[src/rtl/jam_cost_loader_if.sv]
// Host cost stream for the job-assignment loader: one cost entry per valid/ready beat,
// with in_last flagging the final beat of a frame.
interface jam_cost_loader_if #(
   parameter int COST_W = 7
) ();
   logic              in_valid;
   logic              in_ready;
   logic [COST_W-1:0] in_data;
   logic              in_last;

   modport master (output in_valid, output in_data, output in_last, input in_ready);
   modport slave  (input in_valid, input in_data, input in_last, output in_ready);
endinterface

[src/rtl/jam_cost_loader.sv]
// Loads an NxN cost table from the host stream, then releases the assignment solver
// and captures its MinCost/MatchCount, holding the result until the next frame begins.
module jam_cost_loader #(
   parameter int COST_W = 7,
   parameter int N      = 8
) (
   input  logic                       CLK,
   input  logic                       RST,
   jam_cost_loader_if.slave           host,
   input  logic [$clog2(N)-1:0]       W,
   input  logic [$clog2(N)-1:0]       J,
   output logic [COST_W-1:0]          Cost,
   output logic                       jam_rst,
   input  logic                       jam_valid,
   input  logic [9:0]                 jam_min,
   input  logic [3:0]                 jam_cnt,
   output logic                       res_valid,
   output logic [9:0]                 res_min,
   output logic [3:0]                 res_cnt,
   output logic                       busy,
   output logic                       err_len
);
   localparam int IDX_W = 2 * $clog2(N);
   localparam logic [IDX_W-1:0] LAST_IDX = IDX_W'(N * N - 1);

   typedef enum logic [1:0] {S_LOAD, S_RUN, S_DONE} state_t;

   state_t            state_q, state_d;
   logic [IDX_W-1:0]  idx_q, idx_d;
   logic              res_valid_q, res_valid_d;
   logic [9:0]        res_min_q, res_min_d;
   logic [3:0]        res_cnt_q, res_cnt_d;
   logic              err_q, err_d;
   logic              jam_rst_q, jam_rst_d;
   logic              wr_en;
   logic              accept;
   logic              frame_end;
   logic [COST_W-1:0] cost_q [N*N];

   assign accept    = host.in_valid && (state_q != S_RUN);
   assign frame_end = (idx_q == LAST_IDX);

   // NOTE: sequential state uses non-blocking assignments so every flop samples pre-edge values.
   always_ff @(posedge CLK) begin
      if (RST) begin
         state_q     <= S_LOAD;
         idx_q       <= '0;
         res_valid_q <= 1'b0;
         res_min_q   <= '0;
         res_cnt_q   <= '0;
         err_q       <= 1'b0;
         jam_rst_q   <= 1'b1;
      end else begin
         state_q     <= state_d;
         idx_q       <= idx_d;
         res_valid_q <= res_valid_d;
         res_min_q   <= res_min_d;
         res_cnt_q   <= res_cnt_d;
         err_q       <= err_d;
         jam_rst_q   <= jam_rst_d;
      end
   end

   // NOTE: the cost table has no reset; its contents intentionally survive RST and are only rewritten by a frame.
   always_ff @(posedge CLK) begin
      if (wr_en) cost_q[idx_q] <= host.in_data;
   end

   // NOTE: every signal gets a default before the case so no latch is inferred.
   always_comb begin
      state_d     = state_q;
      idx_d       = idx_q;
      res_valid_d = res_valid_q;
      res_min_d   = res_min_q;
      res_cnt_d   = res_cnt_q;
      err_d       = err_q;
      wr_en       = 1'b0;
      unique case (state_q)
         S_LOAD, S_DONE: begin
            if (accept) begin
               wr_en       = !RST;
               res_valid_d = 1'b0;
               if (host.in_last != frame_end) begin
                  // Frame too short or too long: flag it and make the host start over.
                  err_d   = 1'b1;
                  idx_d   = '0;
                  state_d = S_LOAD;
               end else if (frame_end) begin
                  idx_d   = '0;
                  state_d = S_RUN;
               end else begin
                  idx_d   = idx_q + IDX_W'(1);
                  state_d = S_LOAD;
               end
            end
         end
         S_RUN: begin
            if (jam_valid) begin
               res_valid_d = 1'b1;
               res_min_d   = jam_min;
               res_cnt_d   = jam_cnt;
               state_d     = S_DONE;
            end
         end
         default: state_d = S_LOAD;
      endcase
      jam_rst_d = (state_d == S_LOAD);
   end

   always_comb begin
      host.in_ready = (state_q != S_RUN);
      busy          = (state_q == S_RUN);
      jam_rst       = jam_rst_q;
      res_valid     = res_valid_q;
      res_min       = res_min_q;
      res_cnt       = res_cnt_q;
      err_len       = err_q;
      Cost          = cost_q[{W, J}];
   end
endmodule

[src/flat_wrapper.sv]
// flat-port wrapper written by rule: the top's interface ports become plain ports
module jam_cost_loader_flat 
#(
   parameter int COST_W = 7,
   parameter int N      = 8
)
  (CLK, RST, W, J, Cost, jam_rst, jam_valid, jam_min, jam_cnt, res_valid, res_min, res_cnt, busy, err_len, host_in_valid, host_in_data, host_in_last, host_in_ready);
  jam_cost_loader_if #(.COST_W(COST_W)) host_i ();
  input  logic CLK;
  input  logic RST;
  input  logic [$clog2(N)-1:0] W;
  input  logic [$clog2(N)-1:0] J;
  output logic [COST_W-1:0] Cost;
  output logic jam_rst;
  input  logic jam_valid;
  input  logic [9:0] jam_min;
  input  logic [3:0] jam_cnt;
  output logic res_valid;
  output logic [9:0] res_min;
  output logic [3:0] res_cnt;
  output logic busy;
  output logic err_len;
  input wire logic [$bits(host_i.in_valid)-1:0] host_in_valid;
  input wire logic [$bits(host_i.in_data)-1:0] host_in_data;
  input wire logic [$bits(host_i.in_last)-1:0] host_in_last;
  output wire logic [$bits(host_i.in_ready)-1:0] host_in_ready;
  assign host_i.in_valid = host_in_valid;
  assign host_i.in_data = host_in_data;
  assign host_i.in_last = host_in_last;
  assign host_in_ready = host_i.in_ready;
  jam_cost_loader #(.COST_W(COST_W), .N(N)) u_core (.CLK(CLK), .RST(RST), .host(host_i), .W(W), .J(J), .Cost(Cost), .jam_rst(jam_rst), .jam_valid(jam_valid), .jam_min(jam_min), .jam_cnt(jam_cnt), .res_valid(res_valid), .res_min(res_min), .res_cnt(res_cnt), .busy(busy), .err_len(err_len));
endmodule
[config.mk]
export PLATFORM = sky130hd
export DESIGN_NAME = jam_cost_loader_flat
export DESIGN_NICKNAME = d
export VERILOG_FILES = /design/src/rtl/jam_cost_loader_if.sv /design/src/rtl/jam_cost_loader.sv /design/src/flat_wrapper.sv
export SDC_FILE = /design/constraint.sdc
export NUM_CORES = 1
export LEC_CHECK = 0
export CORE_ASPECT_RATIO = 1.25
export CORE_MARGIN = 8
export CORE_UTILIZATION = 45
export DETAILED_ROUTE_END_ITERATION = 10
export DONT_BUFFER_PORTS = 1
export HOLD_SLACK_MARGIN = 0.15
export PLACE_DENSITY = 0.7
export SYNTH_ARGS = -nofsm -noshare
export SYNTH_HDL_FRONTEND = slang
export SYNTH_SLANG_ARGS = --single-unit
export TNS_END_PERCENT = 1
[constraint.sdc]
create_clock -name CLK -period 6.6 [get_ports CLK]
set_clock_uncertainty 0.15 [all_clocks]
set_input_delay 0.99 -clock CLK [delete_from_list [all_inputs] [get_ports CLK]]
set_output_delay 0.99 -clock CLK [all_outputs]
set_load 0.05 [all_outputs]
==> flow_metrics.py, run 1 <==
metrics = {
    "yosys": {
        "yosys_warnings": 0,
        "synth.most_common_cell": "edfxtp_1",
        "ys.flop_type": "edfxtp_1",
        "syn_avg_cell_area_um2": 19.7,
        "synthAdderAreaFrac_pct": 0.134,
        "ys_seq_area_share_pct": 74.9,
        "ys_types": 53,
        "synth_area_leaders": "edfxtp_1, mux4_2, mux4_1",
        "synth_compound_area_share_pct": 3.27,
        "yosys.area.top_type_share_pct": 72.2,
        "synth_fp_nets": 981,
        "synthesis.area_um2": 18600,
        "synth_common_cells": "edfxtp_1, mux4_2, nor2_1",
        "synth_top_family_by_area": "multiplexers",
        "ys_ff_latch": 473,
        "async_reset_ff_share_pct": 0,
        "synth_xor_area_share_pct": 0.141,
        "yosys.area.top_type": "edfxtp_1",
        "syn_inst": 947,
        "synth.area.mux_share_pct": 14.6,
        "synth_edf_count": 448,
        "yosys.area_share.simple_pct": 4.80,
    },
    "timing": {
        "whs_ns": 0.361,
        "tns_ns": 0,
        "tightest_slew_ns": 0.966,
        "finalCriticalPeriod_ns": 4.20,
        "period_share_pct": 63.6,
        "setup_ws_ns": 2.40,
        "finalSetupViolations": 0,
        "timing.fmax_mhz": 238,
        "max_slew_margin_pct": 35.8,
        "maxSlewViolCount": 0,
        "hold_violations": 0,
        "rsz0062_at_grt": "false",
    },
    "grt": {
        "grt_pass1_wl_mm": 58.0,
        "first_global_vias": 9048,
        "grt_max_degree": 117,
        "grt_overflow_total": 0,
        "antenna_found_initial": 0,
        "track_usage_pct": 16.0,
    },
    "floorplan": {
        "die_h_um": 243,
        "ios": 58,
        "rows": 83,
        "die-area_um2": 48200,
        "core-area_um2": 41000,
        "fp.dieW_um": 198,
        "initial_core_util_pct": 45.4,
    },
    "cts": {
        "cts_buffers": 42,
        "cts_tree": "done",
        "cts_resized": 0,
        "cts_max_level": 2,
        "holdBufCountCts": 0,
        "clk-insertion-delay-late_ns": 0.54,
        "cts_max_path_buffers": 3,
        "root_buffer": "clkbuf_16",
        "cts_num_sinks": 473,
        "cts.clk_slew.worst_paths_ns": 0.06,
        "cts_setup_buffers": 0,
    },
    "hold_path": {
        "hp-class": "primary input to flop",
        "whs_path_depth": 1,
    },
    "place": {
        "io_buffer_count": 0,
        "gp_congestion": 0.798,
        "pre_cts_slack_ns": 2.46,
        "dp.final_hpwl_mm": 22.7,
    },
    "route": {
        "wl_per_cell_um": 25.4,
        "drc_errors": 0,
        "first_pass_iters": 7,
        "drtIter0Drc": 980,
        "ant_nets": 0,
        "num_vias": 8983,
        "viasPerCell": 5.91,
        "wirelength_mm": 38.7,
    },
    "power_and_ir_drop": {
        "peakVddDrop_mv": 0.221,
        "power.density_nw_per_um2": 290,
        "p_leak_uw": 0.00621,
    },
    "critical_path": {
        "crit_required_ns": 5.46,
        "critical_path_class": "primary input to primary output",
        "cp-end-kind": "primary output",
        "r2r_cells": 4,
        "critPathLaunchType": "primary input",
        "arrival_ns": 3.06,
        "cp_max_fo": 116,
    },
    "layout": {
        "area_delta_synth_final_pct": 9.21,
        "nets": 973,
        "antenna_cells": 0,
        "drive_gt1_share_pct": 17.9,
    },
    "job": {
        "drv_cap": 0,
    },
    "run_status": {
        "status": "finished clean",
    },
}
-- final timing paths --
path                            slack (ns)                          from                        endpoint
worst max-delay path                  2.40                          J[1]                         Cost[0]
worst min-delay path                  0.36                           RST  u_core.res_min[2]$_SDFFE_PP0P_
worst max register to register        3.64  u_core.state_q[0]$_SDFF_PP0_  u_core.cost_q[23][5]$_DFFE_PP_
worst min register to register        0.41  u_core.idx_q[1]$_SDFFE_PP0P_    u_core.idx_q[1]$_SDFFE_PP0P_
-- routing by layer --
| metal | track usage [%] | vias up | routed length (um) |
|---|---|---|---|
| li1 | - | 3858 | - |
| met1 | 20.6 | 4686 | 15100 |
| met2 | 26.6 | 370 | 19600 |
| met3 | 3.06 | 69 | 2740 |
| met4 | 6.05 | 0 | 1220 |
| met5 | 0 | - | 0 |
-- critical path, cell delays in order --
cell and delay [ns]:
mux4_1 0.34, o22ai_1 0.10, or3_1 0.38, nor4_1 0.56, a311o_1 0.64
-- flip-flops by register name, indices dropped and copies added (netlist names) --
name	flops
u_core.cost_q	448
u_core.err_len	1
u_core.idx_q	6
u_core.jam_rst	1
u_core.res_cnt	4
u_core.res_min	10
u_core.res_valid	1
u_core.state_q	2
-- kinds of logic after synthesis --
group,after synthesis
AO/OA/AOI/OAI,89
XOR/XNOR,3
adder cells (fa/ha/maj),2
buffers and inverters,56
flip-flops,473
multiplexers,128
AND/OR/NAND/NOR,196
-- report_power, final --
group	internal, uW	leakage [uW]	switching (uW)
Sequential	3280	0.00423	3.58
Combinational	89.9	0.00130	88.6
Clock	1390	0.000676	1050
-- cell usage in the layout, fill, tap and decap left out, types with 9 or more instances in the layout --
cell and instances:
o22ai_1 14, clkinv_2 13, clkbuf_16 45, edfxtp_1 448, nor2_1 85, mux4_2 86, nand3_1 10, mux2i_1 10
nor2b_1 14, mux4_1 22, mux2_2 9, a21oi_1 30, nand2_1 48, dfxtp_1 25
-- stage by stage --
stage               cell area (um^2)  util (%)  std cells  power (uW)
detailed placement             19000      46.3       1447        3530
global placement               19000      46.3       1447        3530
CTS                            20300      49.6       1521        5940
finish                         20300      49.6       1521        5910
floorplan                      18600         -        947        3540
global route                   20300      49.6       1521        6050
-- cell type report --
| class | count | area [um^2] |
|---|---|---|
| well taps | 552 | 691 |
| clock buffers | 49 | 1140 |
| multi-input cells | 418 | 4310 |
| clock inverters | 25 | 223 |
| fillers | 3227 | 20700 |
| inverters | 1 | 3.75 |
| flip-flops and latches | 473 | 14000 |
| repair buffers | 3 | 30.0 |
Note: power is estimated with default switching activity, not from simulation.
==> run 2: changes to the inputs <==
==> constraint.sdc (replaced) <==
create_clock -name CLK -period 4.4 [get_ports CLK]
set_clock_uncertainty 0.15 [all_clocks]
set_input_delay 0.66 -clock CLK [delete_from_list [all_inputs] [get_ports CLK]]
set_output_delay 0.66 -clock CLK [all_outputs]
set_load 0.05 [all_outputs]
==> run 2 against run 1 <==
Effect of this change: power increased by 55%; final cell count grew 1.7%; first-iteration DRC count down 19%; critical path depth unchanged; die area unchanged; core utilization grew 1.1 points; register-to-register slack got worse by 2.2 ns; wire length up 0.11%; global-route usage grew 0.057 points; clock-buffer cell count up 11; via count barely moved; worst hold slack got worse by 0.18 ns.
==> flow_metrics.py, run 2 (synthesized netlist as in run 1, its figures left out) <==
metrics = {
    "floorplan": {
        "initial_core_util_pct": 45.4,
        "rows": 83,
        "die-area_um2": 48200,
        "die_h_um": 243,
        "core-area_um2": 41000,
        "fp.dieW_um": 198,
        "ios": 58,
    },
    "layout": {
        "drive_gt1_share_pct": 17.9,
        "mostFrequentLayoutCells": "edfxtp_1, mux4_2, nor2_1",
        "fin_cells": 1547,
        "nets": 996,
        "final_common_cell": "edfxtp_1",
        "top_register": "u_core.cost_q",
        "post-route-util_pct": 50.7,
        "area_delta_synth_final_pct": 11.6,
        "antenna_cells": 0,
        "largest_reg_flops": 448,
    },
    "cts": {
        "cts.clk_slew.worst_paths_ns": 0.06,
        "root_buffer": "clkbuf_16",
        "cts_tree": "done",
        "cts_num_sinks": 473,
        "clk-insertion-delay-late_ns": 0.54,
        "cts_resized": 0,
        "cts_max_path_buffers": 3,
        "cts_max_level": 2,
        "cts_buffers": 42,
    },
    "power_and_ir_drop": {
        "power.density_nw_per_um2": 440,
        "p_leak_uw": 0.00640,
        "peakVddDrop_mv": 0.253,
    },
    "route": {
        "drtIter0Drc": 792,
        "viasPerCell": 5.81,
        "dr_wl_met2_mm": 19.1,
        "wirelength_mm": 38.7,
        "num_vias": 8991,
        "ant_nets": 0,
        "first_pass_iters": 5,
        "drc_errors": 0,
        "wl_met1_mm": 15.3,
        "dr_wl_met3_mm": 2.79,
        "wl_per_cell_um": 25.0,
        "topRoutingLayerUsed": "met4",
    },
    "critical_path": {
        "r2r_slack_ns": 1.45,
        "worst-path-buf-inv": 0,
        "cp-end-kind": "primary output",
        "cp_max_fo": 1,
        "crit_chain": "mux4_2, o22ai_1, or3_1, nor4_1, a311o_1",
        "rr_endpoint": "u_core.cost_q[39][1]$_DFFE_PP_",
        "timing.rr.start": "u_core.state_q[0]$_SDFF_PP0_",
        "r2r_cells": 4,
        "slowest_stage": "a311o_1",
        "cpPeakStageDelay_ns": 0.64,
        "crit_family": "simple AND/OR/NAND/NOR gates",
        "arrival_ns": 2.81,
        "critPathLaunchType": "flop",
        "critical_path_class": "flop to primary output",
        "crit_required_ns": 3.59,
    },
    "timing": {
        "maxSlewViolCount": 0,
        "finalCriticalPeriod_ns": 3.62,
        "finalSetupViolations": 0,
        "rsz0062_at_grt": "false",
        "period_share_pct": 82.3,
        "tightest_slew_ns": 0.820,
        "tns_ns": 0,
        "hold_violations": 0,
        "max_slew_margin_pct": 45.1,
        "timing.fmax_mhz": 276,
    },
    "place": {
        "io_buffer_count": 0,
        "placedCellCount": 1448,
        "gp_congestion": 0.771,
        "dp.final_hpwl_mm": 22.8,
    },
    "hold_path": {
        "hp-class": "primary input to flop",
        "whs_path_depth": 2,
        "min_to": "u_core.state_q[1]$_SDFF_PP0_",
        "hp-start": "host_in_valid",
    },
    "grt": {
        "antenna_found_initial": 0,
        "track_usage_pct": 16.1,
        "grt_overflow_total": 0,
        "grt_max_degree": 117,
        "grt_pass1_wl_mm": 58.2,
        "first_global_vias": 9241,
    },
    "job": {
        "drv_cap": 0,
    },
    "run_status": {
        "status": "finished clean",
    },
}
## run 2: where the power goes
group | leakage [uW] | total (uW) | internal (uW) | switching [uW]
Combinational | 0.00146 | 363 | 163 | 200
Sequential | 0.00423 | 4930 | 4930 | 5.77
Clock | 0.000712 | 3860 | 2320 | 1550
## run 2: per-layer routing
metal | vias up | track usage (%)
met3 | 82 | 3.20
met4 | 0 | 7.02
met5 | - | 0
met2 | 365 | 26.1
li1 | 3904 | -
met1 | 4640 | 20.8
## run 2: metrics by stage
stage	power [uW]	worst slack (ns)	hold slack, ns	instance area [um^2]
final	9160	0.780	0.177	20800
after global routing	9400	0.781	0.187	20800
after CTS	9220	0.771	0.156	20800
after detailed placement	5290	0.897	0.395	19000
after global placement	5290	0.911	0.390	19000
after floorplan	5300	0.311	0.357	18600
## run 2: what timing repair did
action | in CTS | in global routing
hold buffers | 22 | 0
setup endpoints to repair | 0 | 0
buffers inserted | 0 | 0
hold endpoints to repair | 470 | 0
## run 2: cell type report
| type | instances | area [um^2] |
|---|---|---|
| clock inverters | 17 | 259 |
| clock buffers | 60 | 1200 |
| repair buffers | 26 | 380 |
| flip-flops and latches | 473 | 14000 |
| well taps | 552 | 691 |
| inverters | 1 | 3.75 |
| multi-input cells | 418 | 4310 |
| fillers | 3199 | 20200 |
## run 2: how the worst max path moves through the flow
| stage | from | endpoint | slack (ns) | cells past startpoint |
|---|---|---|---|---|
| 6_report | u_core.cost_q[22][1]$_DFFE_PP_ | Cost[1] | 0.78 | 5 |
| 5_1_grt | u_core.cost_q[19][1]$_DFFE_PP_ | Cost[1] | 0.78 | 5 |
| 4_1_cts | u_core.cost_q[22][1]$_DFFE_PP_ | Cost[1] | 0.77 | 5 |
| 3_5_place_dp | J[1] | Cost[0] | 0.90 | 5 |
| 3_3_place_gp | J[1] | Cost[0] | 0.91 | 5 |
| 2_1_floorplan | J[1] | Cost[2] | 0.31 | 8 |
==> run 3: changes to the inputs <==
--- a/config.mk
+++ b/config.mk
@@ -11,7 +11,7 @@
 export DETAILED_ROUTE_END_ITERATION = 10
 export DONT_BUFFER_PORTS = 1
 export HOLD_SLACK_MARGIN = 0.15
-export PLACE_DENSITY = 0.7
+export PLACE_DENSITY = 0.72
 export SYNTH_ARGS = -nofsm -noshare
 export SYNTH_HDL_FRONTEND = slang
 export SYNTH_SLANG_ARGS = --single-unit
==> constraint.sdc (replaced) <==
create_clock -name CLK -period 3 [get_ports CLK]
set_clock_uncertainty 0.15 [all_clocks]
set_input_delay 0.45 -clock CLK [delete_from_list [all_inputs] [get_ports CLK]]
set_output_delay 0.45 -clock CLK [all_outputs]
set_load 0.05 [all_outputs]
==> run 3 against run 2 <==
Effect of this change: the flow now finishes with violations (negative setup slack); critical path depth is 1 higher; final area is 3.2% higher; sequential cell count stayed put; worst hold slack better by 0.021 ns; worst setup slack worse by 0.82 ns; sequential power is 47% higher; wire length is 1.3% higher; combinational power is 65% higher; first-iteration DRC count is 26% higher; register-to-register slack worse by 1.0 ns.
==> flow_metrics.py, run 3 (synthesized netlist as in run 1, its figures left out) <==
metrics = {
    "critical_path": {
        "crit_chain": "mux4_2, mux2i_2, o21ai_1, a311oi_2, o32ai_2, buf_6",
        "slowest_stage": "mux4_2",
        "critical_path_class": "flop to primary output",
        "arrival_ns": 2.44,
        "critPathLaunchType": "flop",
        "crit_required_ns": 2.40,
        "cpPeakStageDelay_ns": 0.50,
        "cp_max_fo": 1,
        "cp-end-kind": "primary output",
    },
    "floorplan": {
        "fp.dieW_um": 198,
        "rows": 83,
        "die_h_um": 243,
        "die-area_um2": 48200,
        "ios": 58,
        "initial_core_util_pct": 45.4,
        "core-area_um2": 41000,
    },
    "route": {
        "num_vias": 9308,
        "wl_per_cell_um": 24.1,
        "drtIter0Drc": 996,
        "first_pass_iters": 5,
        "drc_errors": 0,
        "viasPerCell": 5.73,
        "ant_nets": 0,
        "wirelength_mm": 39.2,
    },
    "timing": {
        "period_share_pct": 101,
        "whs_ns": 0.198,
        "tns_ns": -0.0565,
        "finalSetupViolations": 2,
        "hold_violations": 0,
        "tightest_slew_ns": 0.789,
        "finalCriticalPeriod_ns": 3.04,
        "max_slew_margin_pct": 47.2,
        "maxSlewViolCount": 0,
        "timing.fmax_mhz": 329,
        "rsz0062_at_grt": "true",
        "setup_ws_ns": -0.0430,
    },
    "cts": {
        "root_buffer": "clkbuf_16",
        "clk-insertion-delay-late_ns": 0.53,
        "cts_buffers": 43,
        "cts.clk_slew.worst_paths_ns": 0.06,
        "cts_num_sinks": 473,
        "cts_max_path_buffers": 3,
        "cts_tree": "done",
        "cts_max_level": 2,
    },
    "layout": {
        "nets": 1075,
        "antenna_cells": 0,
        "drive_gt1_share_pct": 24.6,
        "post-route-util_pct": 52.3,
        "final_common_cell": "edfxtp_1",
        "top_register": "u_core.cost_q",
        "mostFrequentLayoutCells": "edfxtp_1, mux4_2, nor2_1",
        "largest_reg_flops": 448,
        "area_delta_synth_final_pct": 15.2,
    },
    "place": {
        "dp.final_hpwl_mm": 23.2,
        "io_buffer_count": 0,
        "gp_congestion": 0.813,
        "pre_cts_slack_ns": 0.0973,
    },
    "power_and_ir_drop": {
        "p_leak_uw": 0.00678,
        "total_power_uw": 13200,
        "peakVddDrop_mv": 0.450,
        "power.density_nw_per_um2": 614,
    },
    "job": {
        "drv_cap": 0,
    },
    "grt": {
        "grt_max_degree": 117,
        "grt_overflow_total": 0,
        "antenna_found_initial": 0,
        "track_usage_pct": 16.3,
        "grt_pass1_wl_mm": 59.3,
        "first_global_vias": 9542,
    },
    "run_status": {
        "violations": "negative setup slack",
        "status": "finished, violations left",
    },
    "hold_path": {
        "hp-class": "primary input to flop",
    },
}
## run 3: changes by cell type in the layout (fill, tap and decap cells not counted), moves of 4 or more
cell	change
buf_4	+65
o21ai_2	+4
clkbuf_1	-4
dlygate4sd3_1	+10
clkinv_1	+8
## run 3: metrics by stage
| step | instances | area (um^2) |
|---|---|---|
| 2_1_floorplan | 947 | 18700 |
| 3_3_place_gp | 1517 | 19500 |
| 3_5_place_dp | 1517 | 19500 |
| 4_1_cts | 1625 | 21400 |
| 5_1_grt | 1625 | 21500 |
| 6_report | 1625 | 21500 |
## run 3: repair_timing
action | in CTS | in global routing
setup buffers | 0 | 0
hold buffers | 31 | 1
pin swaps | 2 | 3
endpoints found under the setup margin | 7 | 6
hold endpoints to repair | 473 | 9
resized for setup | 12 | 15
## run 3: where the power goes
group	internal, uW	total (uW)	switching [uW]
logic	285	598	313
registers	7220	7230	8.17
clock network	3080	5340	2260
## run 3: critical path, delay by kind of cell (launching register included)
family	cells	cell delay, ns
compound gates	3	0.64
flops	1	0.37
mux	2	0.70
buf+inv	1	0.19
## run 3: area by class of cell
cell class                      count  area (um^2)
Multi-Input combinational cell    418         4420
Tap cell                          552          691
Inverter                            1         3.75
Clock inverter                     23          209
Fill cell                        3085        19600
Sequential cell                   473        14000
Clock buffer                       54         1160
Timing Repair Buffer              104         1020
## run 3: layer usage
layer / wire, um / GRT usage [%] / vias up
met5: 0 / 0 / -
met1: 15000 / 20.0 / 4794
li1: - / - / 4046
met4: 1540 / 7.26 / 0
met3: 2830 / 3.17 / 94
met2: 19900 / 27.7 / 374
## run 3: final timing paths
kind | start | endpoint | slack (ns) | cells after the start
worst max-delay path | u_core.cost_q[35][4]$_DFFE_PP_ | Cost[4] | -0.04 | 6
worst min-delay path | host_in_valid | u_core.res_valid$_SDFFE_PP0P_ | 0.20 | 3
worst max register to register | u_core.state_q[0]$_SDFF_PP0_ | u_core.cost_q[43][2]$_DFFE_PP_ | 0.43 | 4
worst min register to register | u_core.idx_q[1]$_SDFFE_PP0P_ | u_core.idx_q[1]$_SDFFE_PP0P_ | 0.42 | 2
